**src/rtl/elevator_car_ctrl.sv**
```systemverilog
// Elevator car motion controller: steps the one-hot current floor toward a
// target latched at departure, then holds the door open for a tick-paced dwell.
module elevator_car_ctrl #(
  parameter int TRAVEL_TICKS = 4,
  parameter int DOOR_TICKS   = 3
) (
  input  logic       clk,
  input  logic       rst,
  input  logic       tick,
  input  logic [3:0] des,
  input  logic       go,
  output logic [3:0] cs,
  output logic       moving,
  output logic       dir_up,
  output logic       door_open,
  output logic       arrived
);

  localparam logic [1:0] IDLE = 2'd0;
  localparam logic [1:0] MOVE = 2'd1;
  localparam logic [1:0] DOOR = 2'd2;

  localparam logic [3:0] TRAVEL_LAST = 4'(TRAVEL_TICKS - 1);
  localparam logic [3:0] DOOR_LAST   = 4'(DOOR_TICKS - 1);

  logic [1:0] state;
  logic [3:0] tgt;
  logic [3:0] travel_cnt;
  logic [3:0] door_cnt;

  logic       des_valid;
  logic [3:0] cs_step;
  logic       at_limit;

  // 1111, 0000 and multi-hot requests are all ignored.
  assign des_valid = (des != 4'd0) && ((des & (des - 4'd1)) == 4'd0);
  assign cs_step   = dir_up ? {cs[2:0], 1'b0} : {1'b0, cs[3:1]};
  assign at_limit  = dir_up ? cs[3] : cs[0];

  // NOTE: all state is updated with non-blocking assignments so every register
  // samples the pre-edge values, independent of statement order.
  always_ff @(posedge clk or posedge rst) begin
    if (rst) begin
      state      <= IDLE;
      cs         <= 4'b0001;
      tgt        <= 4'b0001;
      travel_cnt <= 4'd0;
      door_cnt   <= 4'd0;
      moving     <= 1'b0;
      dir_up     <= 1'b0;
      door_open  <= 1'b0;
      arrived    <= 1'b0;
    end else begin
      arrived <= 1'b0;
      case (state)
        IDLE: begin
          if (go && des_valid && (des != cs)) begin
            state      <= MOVE;
            moving     <= 1'b1;
            tgt        <= des;
            travel_cnt <= 4'd0;
            // One-hot codes compare in the same order as floor indices.
            dir_up     <= (des > cs);
          end else if (go && (des == cs)) begin
            state     <= DOOR;
            door_open <= 1'b1;
            door_cnt  <= 4'd0;
            arrived   <= 1'b1;
          end
        end

        MOVE: begin
          if (tick) begin
            if (travel_cnt == TRAVEL_LAST) begin
              travel_cnt <= 4'd0;
              if (at_limit) begin
                // Defensive: never shift off the end of the shaft.
                state     <= DOOR;
                moving    <= 1'b0;
                door_open <= 1'b1;
                door_cnt  <= 4'd0;
              end else begin
                cs <= cs_step;
                if (cs_step == tgt) begin
                  state     <= DOOR;
                  moving    <= 1'b0;
                  door_open <= 1'b1;
                  door_cnt  <= 4'd0;
                  arrived   <= 1'b1;
                end
              end
            end else begin
              travel_cnt <= travel_cnt + 4'd1;
            end
          end
        end

        DOOR: begin
          if (tick) begin
            if (door_cnt == DOOR_LAST) begin
              state     <= IDLE;
              door_open <= 1'b0;
              door_cnt  <= 4'd0;
            end else begin
              door_cnt <= door_cnt + 4'd1;
            end
          end
        end

        default: begin
          state     <= IDLE;
          moving    <= 1'b0;
          door_open <= 1'b0;
        end
      endcase
    end
  end

endmodule
```
**config.mk**
```make
export PLATFORM = sky130hd
export DESIGN_NAME = elevator_car_ctrl
export DESIGN_NICKNAME = d
export VERILOG_FILES = /design/src/rtl/elevator_car_ctrl.sv
export SDC_FILE = /design/constraint.sdc
export NUM_CORES = 1
export LEC_CHECK = 0
export CORE_MARGIN = 2
export CORE_UTILIZATION = 58
export CTS_BUF_LIST = sky130_fd_sc_hd__clkbuf_4
export CTS_CLUSTER_SIZE = 8
export DETAILED_ROUTE_END_ITERATION = 16
export DONT_BUFFER_PORTS = 1
export GPL_ROUTABILITY_DRIVEN = 0
export PLACE_DENSITY = 0.82
export REMOVE_ABC_BUFFERS = 1
export SLEW_MARGIN = 20
export SYNTH_ARGS = -nofsm -noshare
export SYNTH_HDL_FRONTEND = slang
export SYNTH_SLANG_ARGS = --single-unit
```
**constraint.sdc**
```tcl
create_clock -name clk -period 1.6 [get_ports clk]
set_input_delay 0.16 -clock clk [delete_from_list [all_inputs] [get_ports clk]]
set_output_delay 0.16 -clock clk [all_outputs]
set_load 0.005 [all_outputs]
```
### Word level (Yosys, flattened, before mapping)

Index checks and enable logic that the tools add are counted.

| storage, ports and cells | value |
|---|---|
| input bits | 8 |
| logic and storage cells | 94 |
| flip-flop bits (word level) | 22 |

| cells by class | value |
|---|---|
| add/subtract/negate cells | 3 |
| reductions and logical operators | 16 |
| multiplexer cells | 46 |
| bitwise logic cells | 3 |
| magnitude comparators | 1 |
| equal/unequal tests | 16 |

Operators by type and width:

| kind | number |
|---|---|
| 2-to-1 mux 4 bit | 12 |
| 2-to-1 mux 1 bit | 20 |
| 2-to-1 mux 2 bit | 8 |
| != test 2 bit, second input constant | 7 |
| AND reduction 7 bit | 2 |
| case mux 4 bit (3 select lines) | 1 |
| adder 4 x 1 -> 4 bit, second input constant | 2 |
| == test 4 x 2 -> 1 bit, second input constant | 2 |
| == test 4 bit | 2 |
| case mux 4 bit (2 select lines) | 1 |
| != test 3 bit, second input constant | 2 |
| case mux 1 bit (3 select lines) | 2 |
| case mux 2 bit (3 select lines) | 1 |
| AND reduction 6 bit | 1 |
| AND reduction 5 bit | 1 |
| bitwise AND 4 bit | 1 |
| > comparator 4 bit | 1 |
| logical AND 1 bit | 4 |
| zero test 4 bit | 1 |
| != test 4 bit | 1 |
| AND reduction 4 bit | 1 |
| nonzero test 4 bit | 1 |
| subtractor 4 x 1 -> 4 bit, second input constant | 1 |
| AND reduction 3 bit | 1 |
| other kinds (8) | 9 |

### Logic depth before layout (Yosys ltp)

Gate-level depths: netlist of run 1.

| depth | value |
|---|---|
| depth in word-level cells | 8 |
| gate-level depth with buffers | 7 |

### Worst setup path before layout of run 1

Ideal clock, no wire load.

| path | value |
|---|---|
| path type | reg2reg |
| start point | reg cs[0] |
| end point | reg tgt[1] |
| period minus slack after synthesis | 1790 ps |
| library setup time | 125 ps |
| arrival | 1665 ps |
| required time | 1475 ps |
| path slack | -190 ps |
| stages on the path, launching flop included | 6 |
| cells stage by stage | dfstp_2 ha_1 and4_1 a211oi_2 buf_6 mux2_4 |

| on the way | value |
|---|---|
| word-level cells in the longest chain between the ends | 3 |

RTL lines:

| item | RTL line | source |
|---|---|---|
| from (decl) | 12 | `output logic [3:0] cs,` |
| from (signal assigned) | 83 | `cs <= cs_step;` |
| != test 4 bit | 57 | `if (go && des_valid && (des != cs)) begin` |
| logical AND 1 bit | 57 |  |
| AND reduction 2 bit (no line) | n/a |  |
| to (signal assigned) | 60 | `tgt <= des;` |
| to (decl) | 27 | `logic [3:0] tgt;` |

Every way passes these cells.
A chain may end at the register's enable or synchronous reset.

### Worst setup path in the final report of run 1

| path | value |
|---|---|
| start point | reg cs[0] |
| end point | reg door_cnt[0] |

| on the way | value |
|---|---|
| word-level cells in the longest chain between the ends | 5 |

RTL lines:

| item | RTL line | source |
|---|---|---|
| parallel branches: the longest is 5 deep, another holds AND reduction 7 bit | n/a |  |
| to (signal assigned) | 105 | `door_cnt <= door_cnt + 4'd1;` |
| to (decl) | 29 | `logic [3:0] door_cnt;` |

Parallel ways; which one is timed is not known. The select of a mux whose other input is x is not followed.

==> run metrics, run 1 <==
status finished with violations; failing checks hold timing, setup timing; ANT cells 0; per-cell routed wire length 24.25 um; Final Worst Setup Slack -0.2204 ns; Core ar. 0.002002 mm2; Final Cycle Share 1.138; final core utilization 0.9263; Worst path top cell family by delay flip-flops; Tmin final 1.820 ns; Rows 16; gr ovfl total 0; Slew HR 0.7071; WL final 4826 um; flop-to-flop setup slack -0.22 ns; first-pass GRT wire length 6216 um; via/cell ratio 6.734; Seq/Total Area, Yosys 0.4385; post-DP HPWL 2216 um; Critical path buffers and inverters 2; Area Growth Syn to Fin 47.02%; CP Launch Type register; via count 1340; Max-cap violations 0; # H-tree levels 1; layout cell share with drive strength beyond 1 0.4302; Yosys top cell by area dfrtp_1; FMAX 549.3 MHz; Layout fillers 69; PD cells 1547 mW/mm2; largest cells by area after synthesis dfrtp_1 40%, o21ai_0 6.0%, ha_1 5.0%; Yosys reg bits 22; clock sink total 22; antenna violations before repair 0; TritonCTS Buffers 3; syn_area_per_cell 9.274 um2; Clock transition at path regs 0.15 ns; area of the multi-input gates 878.3 um2; Final Hold Slack -0.01717 ns; Worst EP required 1.84 ns; pin count of the biggest net entering global routing 23; main flop type after synthesis dfrtp_1; DIE AREA 0.002563 mm2; mapped cell area 0.001261 mm2; post-synthesis cell count 136; CTS Root Buffer Type clkbuf_4; async set-reset flop share out of synthesis 1.000; DR pass1 iterations 5; worst hold path type primary input to register; Sequential Area 554.3 um2; Crit Path Category register to register; DRC viols 0; Slew Limit Fails 0; Leak 0.7730 nW; worst-margin pin slew 0.4332 ns; critical path endpoint category register; setup TNS -2.062 ns; Max VDD drop 1.253 mV; Hold Violations, Final 1; Post-synth EDFFs 0; Detailed Route Iter0 Violations 95; largest fanout on the critical path 2; CP max stage delay 0.59 ns; Die Y-Extent 50.63 um; count leader, synth dfrtp_1; final setup violation count 17; RSZ-0062 raised after global routing true; # port buffers 0; Overall Global Routing Usage 0.3261; cells along the critical path ha_4 > and4_4 > buf_4 > a21oi_4 > o21ai_2 > buf_6 > a31oi_1; vias in the first global route 1263; crit path DAT 2.06 ns; Final Skew 0.01260 ns; synth warn 0; Slowest-stage cell, CP dfstp_2; DRT antenna net count 0; Synth top cells by count 20 x dfrtp_1, 16 x nand2_1, 15 x o21ai_0; number of I/O pins 16; CTS tree yes; Clk Latency, worst-skew pair 0.34 ns; die width 50.63 um; Synth top area share 0.3968; Final nets 186; Initial Util 0.6300; Distinct cells, synth 36; clk buf depth 2
-- layout make-up --
type | count | share of cell area
multi-input cells | 101 | 0.4737
flip-flops and latches | 22 | 0.2989
repair buffers | 35 | 0.1606
inverters | 10 | 0.02024
well taps | 27 | 0.01822
clock inverters | 1 | 0.01619
clock buffers | 3 | 0.01215
-- where the power goes --
part / leakage [nW] / switching, W / internal, W
logic: 0.470 / 0.000670 / 0.000693
registers: 0.275 / 0.000298 / 0.000745
clock network: 0.0279 / 0.000209 / 0.000254
-- through the flow --
step / hold WS (ns) / power (W) / worst slack (ns) / area, um2 / instances
after floorplan: 0.1477 / 0.001473 / -0.4303 / 1241 / 133
after global placement: 0.09789 / 0.001750 / -0.1674 / 1463 / 185
after detailed placement: 0.1046 / 0.001808 / -0.2216 / 1463 / 185
after CTS: 0.009054 / 0.002326 / -0.1162 / 1669 / 196
after global routing: -0.0009822 / 0.002945 / -0.2392 / 1854 / 199
final: -0.01717 / 0.002869 / -0.2204 / 1854 / 199
-- worst reg2reg max path, cell delays in order (launching register included) --
cell and delay, ns:
dfstp_2 0.59, ha_4 0.21, and4_4 0.15, buf_4 0.14
a21oi_4 0.18, o21ai_2 0.11, buf_6 0.14, a31oi_1 0.19
-- path summary, 6_finish.rpt --
kind,from,end,cells past startpoint
min in group asynchronous,rst,tgt[1],3
worst max register to register,cs[0],door_cnt[0],7
worst min register to register,door_open,door_open,1
max in group asynchronous,rst,tgt[0],3
worst max-delay path,cs[0],door_cnt[0],7
worst min-delay path,tick,travel_cnt[1],2
-- per-layer routing --
metal	GRT usage	part of all wire
met1	0.4241	0.37
met2	0.5439	0.47
met3	0.05357	0.10
met4	0.1261	0.052
met5	0	0
-- what timing repair did --
| item | 4_1_cts | 5_1_grt |
|---|---|---|
| buffers inserted | 3 | 3 |
| gates resized for setup | 19 | 31 |
| hold endpoints to repair | 24 | 0 |
| hold buffers | 5 | 0 |
| pin swaps | 11 | 8 |
| endpoints found under the setup margin | 19 | 19 |
| cloned | 0 | 0 |
-- sequential cells by signal (all words and copies together) (netlist names) --
name,count
cs,4
arrived,1
door_cnt,4
state,2
moving,1
tgt,4
travel_cnt,4
dir_up,1
door_open,1
-- cells in the final DEF, fill, tap and decap left out, drive strengths merged, types with 4 or more instances in the layout --
master / count
buf: 30
dfrtp: 20
nand2: 16
o21ai: 15
inv: 10
nor2: 9
a21oi: 7
dlygate4sd3: 5
nand3: 5
ha: 5
mux2: 4
nor2b: 4
a31oi: 4
-- logic make-up after synthesis --
family	Yosys count	share of synthesized area
buf+inv	13	0.04563
xor+xnor	4	0.02778
fa+ha+maj	5	0.04960
flops	22	0.4385
simple gates	47	0.1815
compound gates	38	0.1855
mux	7	0.07143
(Power assumes the default switching activity.)
==> run 2: changes to the inputs <==
--- a/config.mk
+++ b/config.mk
@@ -14,7 +14,7 @@
 export GPL_ROUTABILITY_DRIVEN = 0
 export PLACE_DENSITY = 0.82
 export REMOVE_ABC_BUFFERS = 1
-export SLEW_MARGIN = 20
+export SLEW_MARGIN = 10
 export SYNTH_ARGS = -nofsm -noshare
 export SYNTH_HDL_FRONTEND = slang
 export SYNTH_SLANG_ARGS = --single-unit
==> constraint.sdc (replaced) <==
create_clock -name clk -period 1.6 [get_ports clk]
set_input_delay 0.08 -clock clk [delete_from_list [all_inputs] [get_ports clk]]
set_output_delay 0.08 -clock clk [all_outputs]
set_load 0.005 [all_outputs]
==> run 2 against run 1 <==
Against the previous run:
- the run ends with setup timing left
- sequential share of layout area shrank 0.26 points
- worst setup slack improved by 0.0086 ns
- clock power is 5.6% lower
- clock skew down 0.0067 ns
- utilization rose by 0.81 points
- hold slack improved by 0.057 ns
- power is 2.2% lower
- sequential power hardly changed
- final cell count is 1.0% higher
- fmax rose by 0.48%
==> run metrics, run 2 (synthesis results as in run 1) <==
Layout fillers 69; Rows 16; first-pass GRT wire length 6189 um; Leak 0.7779 nW; FMAX 551.9 MHz; die width 50.63 um; Die Y-Extent 50.63 um; Crit Path Category register to register; largest fanout on the critical path 3; Critical Path Source cs[2]; Clock transition at path regs 0.13 ns; WL final 5029 um; via count 1375; post-DP HPWL 2216 um; pin count of the biggest net entering global routing 23; # port buffers 0; final instance area 0.001871 mm2; layout cell share with drive strength beyond 1 0.4253; Power Total 0.002806 W; most frequent cells in the layout 25 x buf_4, 19 x dfrtp_1, 16 x nand2_1, 11 x o21ai_0, 8 x inv_1; Tmin final 1.812 ns; Slowest-stage cell, CP dfrtp_1; critical path endpoint category register; Initial Util 0.6300; DIE AREA 0.002563 mm2; most common cell after layout, fill and taps aside buf_4; failing checks setup timing; worst hold start tick; clk buf depth 2; PD cells 1500 mW/mm2; Worst R2R Start cs[2]; Final Worst Setup Slack -0.2118 ns; worst hold path type primary input to register; CTS Root Buffer Type clkbuf_4; CTS tree yes; vias in the first global route 1313; worst-margin pin slew 0.4266 ns; Overall Global Routing Usage 0.3223; Clk Latency, worst-skew pair 0.31 ns; TritonCTS Buffers 3; clock sink total 22; Worst EP required 1.81 ns; CP Launch Type register; status finished with violations; Final Skew 0.005858 ns; Hold Violations, Final 0; gr ovfl total 0; Area Growth Syn to Fin 48.31%; RSZ-0062 raised after global routing true; Slew Limit Fails 0; Max VDD drop 1.271 mV; Max-cap violations 0; Core ar. 0.002002 mm2; DP Area 0.001463 mm2; per-cell routed wire length 25.02 um; DRT antenna net count 0; Slew HR 0.7116; antenna violations before repair 0; Final nets 188; crit path DAT 2.03 ns; DRC viols 0; number of I/O pins 16; via/cell ratio 6.841; Final Cycle Share 1.132; cells along the critical path inv_2 > ha_4 > and4_4 > buf_4 > a21oi_4 > nor2_2 > o21a_1 > a21oi_2; # H-tree levels 1; ANT cells 0; Detailed Route Iter0 Violations 100; DR pass1 iterations 5; CP max stage delay 0.43 ns; final setup violation count 18
## run 2: changes by cell type in the layout (fill, tap and decap cells not counted), sizes merged
cell	previous run	this run
dlygate4sd3	5	7
## run 2: per-layer routing
metal / global-route usage / share of wire / vias up
met1: 0.4125 / 0.35 / 651
met3: 0.05655 / 0.099 / 41
li1: - / - / 557
met5: 0 / 0 / -
met2: 0.5329 / 0.48 / 126
met4: 0.1441 / 0.077 / 0
## run 2: final timing paths
path,endpoint,slack (ns),depth (start not counted)
max,door_cnt[3],-0.21,8
min,travel_cnt[1],0.04,3
max reg2reg,door_cnt[3],-0.21,8
min reg2reg,door_open,0.58,1
max in group asynchronous,tgt[0],1.08,3
min in group asynchronous,tgt[1],0.24,3
## run 2: cell type report
| cell class | instances | area, um2 | share of cell area |
|---|---|---|---|
| clock inverter | 1 | 30.03 | 0.01605 |
| clock buffer | 3 | 22.52 | 0.01204 |
| inverter | 10 | 37.54 | 0.02007 |
| multi-input combinational | 101 | 878.3 | 0.4696 |
| sequential | 22 | 554.3 | 0.2963 |
| timing repair buffer | 37 | 314.1 | 0.1679 |
| tap | 27 | 33.78 | 0.01806 |
## run 2: worst max-delay path: cells and delay by family (launching register included)
family,cells,cell delay [ns]
simple gates,2,0.46
flops,1,0.43
compound gates,3,0.33
fa+ha+maj,1,0.29
buf+inv,2,0.20
## run 2: per-stage QoR
stage	instances	setup TNS, ns	hold slack [ns]	utilization	setup slack, ns
2_1_floorplan	133	-3.666	0.06774	-	-0.4303
3_3_place_gp	185	-1.650	0.01789	0.7306	-0.1674
3_5_place_dp	185	-2.705	0.02461	0.7306	-0.2216
4_1_cts	198	-0.7547	0.007561	0.8438	-0.1162
5_1_grt	201	-2.317	0.07801	0.9344	-0.2051
6_report	201	-2.008	0.03971	0.9344	-0.2118
## run 2: what timing repair did
action | in CTS | in global routing
pin swaps | 11 | 8
hold endpoints to repair | 30 | 0
hold buffers | 7 | 0
resized for setup | 19 | 30
buffers inserted | 3 | 4
endpoints found under the setup margin | 19 | 19
## run 2: report_power, final
group          leakage, nW  total (W)  switching, W  internal [W]
Clock               0.0279   0.000437      0.000184      0.000253
Combinational        0.475    0.00133      0.000647      0.000682
Sequential           0.275    0.00104      0.000293      0.000746
